File: config.mk
export PLATFORM = sky130hd
export DESIGN_NAME = c17_pipe_arb_flat
export DESIGN_NICKNAME = d
export VERILOG_FILES = /design/src/rtl/c17_pipe_arb_if.sv /design/src/rtl/c17_pipe_arb.sv /design/src/flat_wrapper.sv
export SDC_FILE = /design/constraint.sdc
export NUM_CORES = 1
export LEC_CHECK = 0
export CAP_MARGIN = 20
export CORE_ASPECT_RATIO = 1.75
export CORE_MARGIN = 1.5
export CORE_UTILIZATION = 48
export DETAILED_ROUTE_END_ITERATION = 6
export GPL_TIMING_DRIVEN = 0
export PLACE_DENSITY = 0.76
export SETUP_SLACK_MARGIN = 0.4
export SYNTH_ARGS = -nofsm -noshare
export SYNTH_HDL_FRONTEND = slang
export SYNTH_SLANG_ARGS = --single-unit
File: constraint.sdc
create_clock -name clk -period 2.8 [get_ports clk]
set_input_delay 0.56 -clock clk [delete_from_list [all_inputs] [get_ports clk]]
set_output_delay 0.56 -clock clk [all_outputs]
set_load 0.01 [all_outputs]
File: src/rtl/c17_pipe_arb_if.sv
// Request/response/datapath bundle for c17_pipe_arb.
// master = requesters, consumers and the external c17 datapath; slave = arbiter.
interface c17_pipe_arb_if;
    logic       req0_valid;
    logic       req1_valid;
    logic       req0_ready;
    logic       req1_ready;
    logic [4:0] req0_data;
    logic [4:0] req1_data;
    logic       rsp0_valid;
    logic       rsp1_valid;
    logic       rsp0_ready;
    logic       rsp1_ready;
    logic [1:0] rsp0_data;
    logic [1:0] rsp1_data;
    logic [4:0] dp_in;
    logic [1:0] dp_out;
    logic       busy;

    modport master (
        output req0_valid, req1_valid, req0_data, req1_data,
        output rsp0_ready, rsp1_ready, dp_out,
        input  req0_ready, req1_ready, rsp0_valid, rsp1_valid,
        input  rsp0_data, rsp1_data, dp_in, busy
    );

    modport slave (
        input  req0_valid, req1_valid, req0_data, req1_data,
        input  rsp0_ready, rsp1_ready, dp_out,
        output req0_ready, req1_ready, rsp0_valid, rsp1_valid,
        output rsp0_data, rsp1_data, dp_in, busy
    );
endinterface

File: src/rtl/c17_pipe_arb.sv
// Two-requester credit-based arbiter feeding one pipelined c17 datapath.
// Define C17_ARB_RR_EN for round-robin tie breaking; otherwise requester 0 wins ties.
module c17_pipe_arb #(
    parameter int unsigned LATENCY    = 2,
    parameter int unsigned FIFO_DEPTH = 4
) (
    input  logic          clk,
    input  logic          rst_n,
    c17_pipe_arb_if.slave bus
);
    localparam int unsigned AW = (FIFO_DEPTH > 1) ? $clog2(FIFO_DEPTH) : 1;
    localparam int unsigned CW = $clog2(FIFO_DEPTH + 1);
    localparam int unsigned OW = CW + 1;
    localparam logic [OW-1:0] DEPTH_O = OW'(FIFO_DEPTH);

    typedef enum logic { REQ0 = 1'b0, REQ1 = 1'b1 } req_id_e;

    logic [1:0]    req_valid;
    logic [4:0]    req_data [2];
    logic [1:0]    rsp_ready;
    logic [1:0]    eligible;
    logic [1:0]    grant;
    logic [1:0]    push;
    logic [1:0]    pop;
    logic          grant_any;
    req_id_e       grant_id;
    logic          tie_to_1;

    logic [CW-1:0] fifo_count [2];
    logic [CW-1:0] inflight   [2];
    logic [AW-1:0] wr_ptr     [2];
    logic [AW-1:0] rd_ptr     [2];
    logic [1:0]    fifo_mem   [2][FIFO_DEPTH];

    logic          tag_valid [LATENCY];
    req_id_e       tag_id    [LATENCY];
    logic          exit_valid;
    req_id_e       exit_id;
    logic          any_tag;

`ifdef C17_ARB_RR_EN
    req_id_e       last_grant;
`endif

    assign req_valid   = {bus.req1_valid, bus.req0_valid};
    assign req_data[0] = bus.req0_data;
    assign req_data[1] = bus.req1_data;
    assign rsp_ready   = {bus.rsp1_ready, bus.rsp0_ready};

    // Credit check uses registered counts only, so a pop frees credit one cycle later.
    // rst_n gating keeps ready/dp_in low while reset is held.
    always_comb begin
        eligible = '0;
        for (int unsigned i = 0; i < 2; i++) begin
            eligible[i] = rst_n && req_valid[i] &&
                          (({1'b0, fifo_count[i]} + {1'b0, inflight[i]}) < DEPTH_O);
        end
    end

`ifdef C17_ARB_RR_EN
    assign tie_to_1 = (last_grant == REQ0);
`else
    assign tie_to_1 = 1'b0;
`endif

    always_comb begin
        grant     = '0;
        grant[1]  = eligible[1] && (!eligible[0] || tie_to_1);
        grant[0]  = eligible[0] && !grant[1];
        grant_any = grant[0] || grant[1];
        grant_id  = grant[1] ? REQ1 : REQ0;
    end

    always_comb begin
        bus.dp_in = '0;
        if (grant[0]) begin
            bus.dp_in = req_data[0];
        end else if (grant[1]) begin
            bus.dp_in = req_data[1];
        end
    end

    assign bus.req0_ready = grant[0];
    assign bus.req1_ready = grant[1];

`ifdef C17_ARB_RR_EN
    always_ff @(posedge clk or negedge rst_n) begin
        if (!rst_n) begin
            last_grant <= REQ1;
        end else if (grant_any) begin
            last_grant <= grant_id;
        end
    end
`endif

    // Owner tags travel alongside the vectors; the last stage lines up with dp_out.
    always_ff @(posedge clk or negedge rst_n) begin
        if (!rst_n) begin
            for (int unsigned k = 0; k < LATENCY; k++) begin
                tag_valid[k] <= 1'b0;
                tag_id[k]    <= REQ0;
            end
        end else begin
            tag_valid[0] <= grant_any;
            tag_id[0]    <= grant_id;
            for (int unsigned k = 1; k < LATENCY; k++) begin
                tag_valid[k] <= tag_valid[k-1];
                tag_id[k]    <= tag_id[k-1];
            end
        end
    end

    assign exit_valid = tag_valid[LATENCY-1];
    assign exit_id    = tag_id[LATENCY-1];

    always_comb begin
        push    = '0;
        push[0] = exit_valid && (exit_id == REQ0);
        push[1] = exit_valid && (exit_id == REQ1);
    end

    always_comb begin
        pop = '0;
        for (int unsigned i = 0; i < 2; i++) begin
            pop[i] = (fifo_count[i] != '0) && rsp_ready[i];
        end
    end

    always_ff @(posedge clk or negedge rst_n) begin
        if (!rst_n) begin
            for (int unsigned i = 0; i < 2; i++) begin
                fifo_count[i] <= '0;
                inflight[i]   <= '0;
                wr_ptr[i]     <= '0;
                rd_ptr[i]     <= '0;
                for (int unsigned j = 0; j < FIFO_DEPTH; j++) begin
                    fifo_mem[i][j] <= '0;
                end
            end
        end else begin
            for (int unsigned i = 0; i < 2; i++) begin
                if (push[i]) begin
                    fifo_mem[i][wr_ptr[i]] <= bus.dp_out;
                    wr_ptr[i]              <= wr_ptr[i] + AW'(1);
                end
                if (pop[i]) begin
                    rd_ptr[i] <= rd_ptr[i] + AW'(1);
                end
                fifo_count[i] <= fifo_count[i] + CW'(push[i]) - CW'(pop[i]);
                inflight[i]   <= inflight[i] + CW'(grant[i]) - CW'(push[i]);
            end
        end
    end

    assign bus.rsp0_valid = (fifo_count[0] != '0);
    assign bus.rsp1_valid = (fifo_count[1] != '0);
    assign bus.rsp0_data  = fifo_mem[0][rd_ptr[0]];
    assign bus.rsp1_data  = fifo_mem[1][rd_ptr[1]];

    always_comb begin
        any_tag = 1'b0;
        for (int unsigned k = 0; k < LATENCY; k++) begin
            any_tag = any_tag | tag_valid[k];
        end
    end

    assign bus.busy = any_tag || (fifo_count[0] != '0) || (fifo_count[1] != '0);
endmodule

File: src/flat_wrapper.sv
// flat-port wrapper written by rule: the top's interface ports become plain ports
module c17_pipe_arb_flat 
#(
    parameter int unsigned LATENCY    = 2,
    parameter int unsigned FIFO_DEPTH = 4
)
  (clk, rst_n, bus_req0_valid, bus_req1_valid, bus_req0_data, bus_req1_data, bus_rsp0_ready, bus_rsp1_ready, bus_dp_out, bus_req0_ready, bus_req1_ready, bus_rsp0_valid, bus_rsp1_valid, bus_rsp0_data, bus_rsp1_data, bus_dp_in, bus_busy);
  c17_pipe_arb_if bus_i ();
  input  logic clk;
  input  logic rst_n;
  input wire logic [$bits(bus_i.req0_valid)-1:0] bus_req0_valid;
  input wire logic [$bits(bus_i.req1_valid)-1:0] bus_req1_valid;
  input wire logic [$bits(bus_i.req0_data)-1:0] bus_req0_data;
  input wire logic [$bits(bus_i.req1_data)-1:0] bus_req1_data;
  input wire logic [$bits(bus_i.rsp0_ready)-1:0] bus_rsp0_ready;
  input wire logic [$bits(bus_i.rsp1_ready)-1:0] bus_rsp1_ready;
  input wire logic [$bits(bus_i.dp_out)-1:0] bus_dp_out;
  output wire logic [$bits(bus_i.req0_ready)-1:0] bus_req0_ready;
  output wire logic [$bits(bus_i.req1_ready)-1:0] bus_req1_ready;
  output wire logic [$bits(bus_i.rsp0_valid)-1:0] bus_rsp0_valid;
  output wire logic [$bits(bus_i.rsp1_valid)-1:0] bus_rsp1_valid;
  output wire logic [$bits(bus_i.rsp0_data)-1:0] bus_rsp0_data;
  output wire logic [$bits(bus_i.rsp1_data)-1:0] bus_rsp1_data;
  output wire logic [$bits(bus_i.dp_in)-1:0] bus_dp_in;
  output wire logic [$bits(bus_i.busy)-1:0] bus_busy;
  assign bus_i.req0_valid = bus_req0_valid;
  assign bus_i.req1_valid = bus_req1_valid;
  assign bus_i.req0_data = bus_req0_data;
  assign bus_i.req1_data = bus_req1_data;
  assign bus_i.rsp0_ready = bus_rsp0_ready;
  assign bus_i.rsp1_ready = bus_rsp1_ready;
  assign bus_i.dp_out = bus_dp_out;
  assign bus_req0_ready = bus_i.req0_ready;
  assign bus_req1_ready = bus_i.req1_ready;
  assign bus_rsp0_valid = bus_i.rsp0_valid;
  assign bus_rsp1_valid = bus_i.rsp1_valid;
  assign bus_rsp0_data = bus_i.rsp0_data;
  assign bus_rsp1_data = bus_i.rsp1_data;
  assign bus_dp_in = bus_i.dp_in;
  assign bus_busy = bus_i.busy;
  c17_pipe_arb #(.LATENCY(LATENCY), .FIFO_DEPTH(FIFO_DEPTH)) u_core (.clk(clk), .rst_n(rst_n), .bus(bus_i));
endmodule
==> metrics.md <==
| Metric | Value |
|---|---|
| CTS tree | built |
| Maxcap violations | 0 |
| Via count | 1422 |
| Sequential power share | 34.2% |
| Setup TNS | 0 ps |
| Crit end category | flip-flop |
| F_max | 383 MHz |
| Height of the die | 90.2 um |
| WL final | 4350 um |
| Worst skew pair latency | 290 ps |
| CTS Buf Count | 5 |
| Port Buffers | 31 |
| Synthesized instance count | 164 |
| DR iter-0 viols | 11 |
| CP Cell Sequence | ha_4 -> nor4b_4 -> nand3_1 -> or2_4 -> ha_4 -> inv_2 -> ha_4 -> inv_2 -> fa_2 -> xnor2_2 -> xnor2_1 |
| Final worst path period share | 93.2% |
| HPWL after DPL | 2860 um |
| Flops & latches, synth | 40 |
| Synth-to-Final Area Change | 39.4% |
| Most frequent cells in the layout | dfrtp_1, clkdlybuf4s50_1, buf_4, inv_1, mux2_2 |
| Post-route setup slack | 190 ps |
| Sequential cell area | 1000 um^2 |
| Number of global-route vias before repair | 1538 |
| Die footprint | 4760 um^2 |
| Pre-CTS setup slack | -701 ps |
| Wire length per cell | 15.9 um |
| FILL cells | 275 |
| R2R Setup Slk | 190 ps |
| Sink Count | 40 |
| Syn nets | 206 |
| First drt pass iteration count | 2 |
| Netlist cell types | 26 |
| Clock Tree Buf Depth | 2 |
| Final hold viol count | 0 |
| Via-to-Cell Ratio | 5.19 |
| Total track usage | 19.5% |
| Worst-Margin Slew | 302 ps |
| Hold crit path type | in2async |
| Final Setup Violations | 0 |
| Slew Limit Fails | 0 |
| LEAKAGE | 1.30 nW |
| First-pass GRT wire length | 6840 um |
| Die width | 52.8 um |
| RSZ-0062 raised after global routing | yes |
| Status | finished, final reports clean |
| DRC viols | 0 |
| Clock Skew | 10.1 ps |
| Crit start category | flip-flop |
| Clock slew at reported path FFs | 80 ps |
| Critical path data required time | 2980 ps |
| Share of cells above drive strength 1 | 44.9% |
| GPL Wtd Cong | 0.762 |
| Antenna cells | 0 |
| Slew margin rel. | 79.9% |
| Power Dens Cells | 1110 nW/um^2 |
| CP Class | reg2reg |
| Remaining global-route overflow | 0 |
| Root Buffer | clkbuf_8 |
| Max incr delay on CP | 440 ps |
| Syn avg cell area | 12.7 um^2 |
| Switching pwr | 0.00117 W |
| Most common cell after layout, fill and taps aside | dfrtp_1 |
| Most used cell, CP | ha_4 |
| Critical path buffers and inverters | 2 |
| Peak supply drop | 0.689 mV |
| Critical Path AT | 2790 ps |
| Largest net degree at the start of global routing | 43 |
| Comb pwr share | 54.2% |
| Core Footprint | 4150 um^2 |
| Antenna Nets Post-Route | 0 |
| Mapped Area | 2080 um^2 |
| Int Pwr | 0.00207 W |
| Final net count | 266 |
| H-tree depth | 2 |
| Crit-path max FO | 3 |
| Site Rows | 31 |
| Starting Density | 50.2% |
| Max stage delay cell, worst path | dfrtp_2 |
| Clk pwr share | 11.7% |
| Yosys warning count | 0 |
| Ports | 32 |
| Cell family with most CP delay | adder cells |
| Multi-input gate area | 1180 um^2 |
| Tmin final | 2610 ps |
| Register area share after synthesis | 48.0% |
| Net Sw Frac | 36.0% |
| Initial antenna violation count | 0 |
## state kept, by name (all words and copies together) (netlist names)
register,cells
u_core.fifo_mem,16
u_core.fifo_count,6
u_core.inflight,6
u_core.rd_ptr,4
u_core.wr_ptr,4
u_core.exit_id,1
u_core.exit_valid,1
u_core.tag_id,1
u_core.tag_valid,1
## synth_stat cells
| master | n | area (um^2) |
|---|---|---|
| dfrtp_1 | 40 | 1000 |
| inv_1 | 23 | 86.3 |
| ha_1 | 20 | 250 |
| mux2_2 | 16 | 180 |
| nand2_1 | 11 | 41.3 |
| xnor2_1 | 11 | 96.3 |
| mux2i_1 | 5 | 50.1 |
| nand3_1 | 5 | 25.0 |
| nand4_1 | 5 | 31.3 |
| fa_1 | 4 | 80.1 |
| mux4_2 | 4 | 90.1 |
| xor2_1 | 3 | 26.3 |
| and2_1 | 2 | 12.5 |
| buf_2 | 2 | 10.0 |
| o21ai_0 | 2 | 10.0 |
| and3_1 | 1 | 6.26 |
| inv_2 | 1 | 3.75 |
| nand2b_1 | 1 | 6.26 |
| nor2_1 | 1 | 3.75 |
| nor2b_1 | 1 | 6.26 |
| nor4b_1 | 1 | 8.76 |
| nor4b_4 | 1 | 23.8 |
| or2_1 | 1 | 6.26 |
| or3_1 | 1 | 6.26 |
| or3_4 | 1 | 11.3 |
| or4_4 | 1 | 11.3 |
## final cells by class
class	instances	area share (%)
buffer	2	0.560
clock buffer	5	2.37
clock inverter	3	0.646
inverter	24	3.19
multi-input combinational	98	40.7
sequential	40	34.6
tap	49	2.11
timing repair buffer	53	15.8
## per-layer routing
| layer | track usage (%) | part of all wire (%) | vias to the layer above |
|---|---|---|---|
| met5 | 0 | 0 | - |
| met4 | 8.12 | 2.6 | 0 |
| met3 | 3.82 | 3.1 | 10 |
| met2 | 35.1 | 60 | 36 |
| met1 | 21.1 | 35 | 714 |
| li1 | - | - | 662 |
## logic make-up after synthesis
kind of cell | Yosys count | synth area share [%]
flops | 40 | 48.0
fa+ha+maj | 24 | 15.8
xor+xnor | 14 | 5.88
simple gates | 33 | 9.60
compound gates | 2 | 0.480
buf+inv | 26 | 4.80
mux | 25 | 15.4
## power groups by stage
| stage | clock, W | sequential [W] | combinational [W] |
|---|---|---|---|
| floorplan | 0 | 0.00102 | 0.000890 |
| global placement | 0 | 0.00107 | 0.00119 |
| detailed placement | 0 | 0.00109 | 0.00126 |
| CTS | 0.000389 | 0.00108 | 0.00153 |
| global route | 0.000414 | 0.00113 | 0.00193 |
| finish | 0.000378 | 0.00111 | 0.00175 |
## stage by stage
stage / power, W / util, % / cells / cell area [um^2] / hold slack, ps
after global placement: 0.00226 / 59.4 / 244 / 2460 / 334
after global routing: 0.00348 / 70.0 / 274 / 2910 / 146
after detailed placement: 0.00235 / 59.3 / 244 / 2460 / 345
final: 0.00324 / 70.0 / 274 / 2910 / 131
after floorplan: 0.00191 / - / 164 / 2090 / 264
after CTS: 0.00300 / 65.6 / 264 / 2720 / 165
## what timing repair did
action                                  CTS  global route
setup buffers                            11            10
hold buffers                              0             0
resized for setup                        45            39
cloned                                    1             0
pin swaps                                10            16
endpoints found under the setup margin   13            14
endpoints found under the hold margin     0             0
## path summary, 6_finish.rpt
kind	from	endpoint	cells after the start
setup / recovery	u_core.fifo_count[2]	u_core.inflight[2]	11
hold / removal	rst_n	u_core.fifo_mem[5]	1
setup reg to reg	u_core.fifo_count[2]	u_core.inflight[2]	11
hold reg to reg	u_core.tag_id[1]	u_core.exit_id	0
max in group asynchronous	rst_n	u_core.rd_ptr[0]	1
min in group clk	u_core.tag_id[1]	u_core.exit_id	0
No activity file was read; power rests on OpenSTA's default activity.
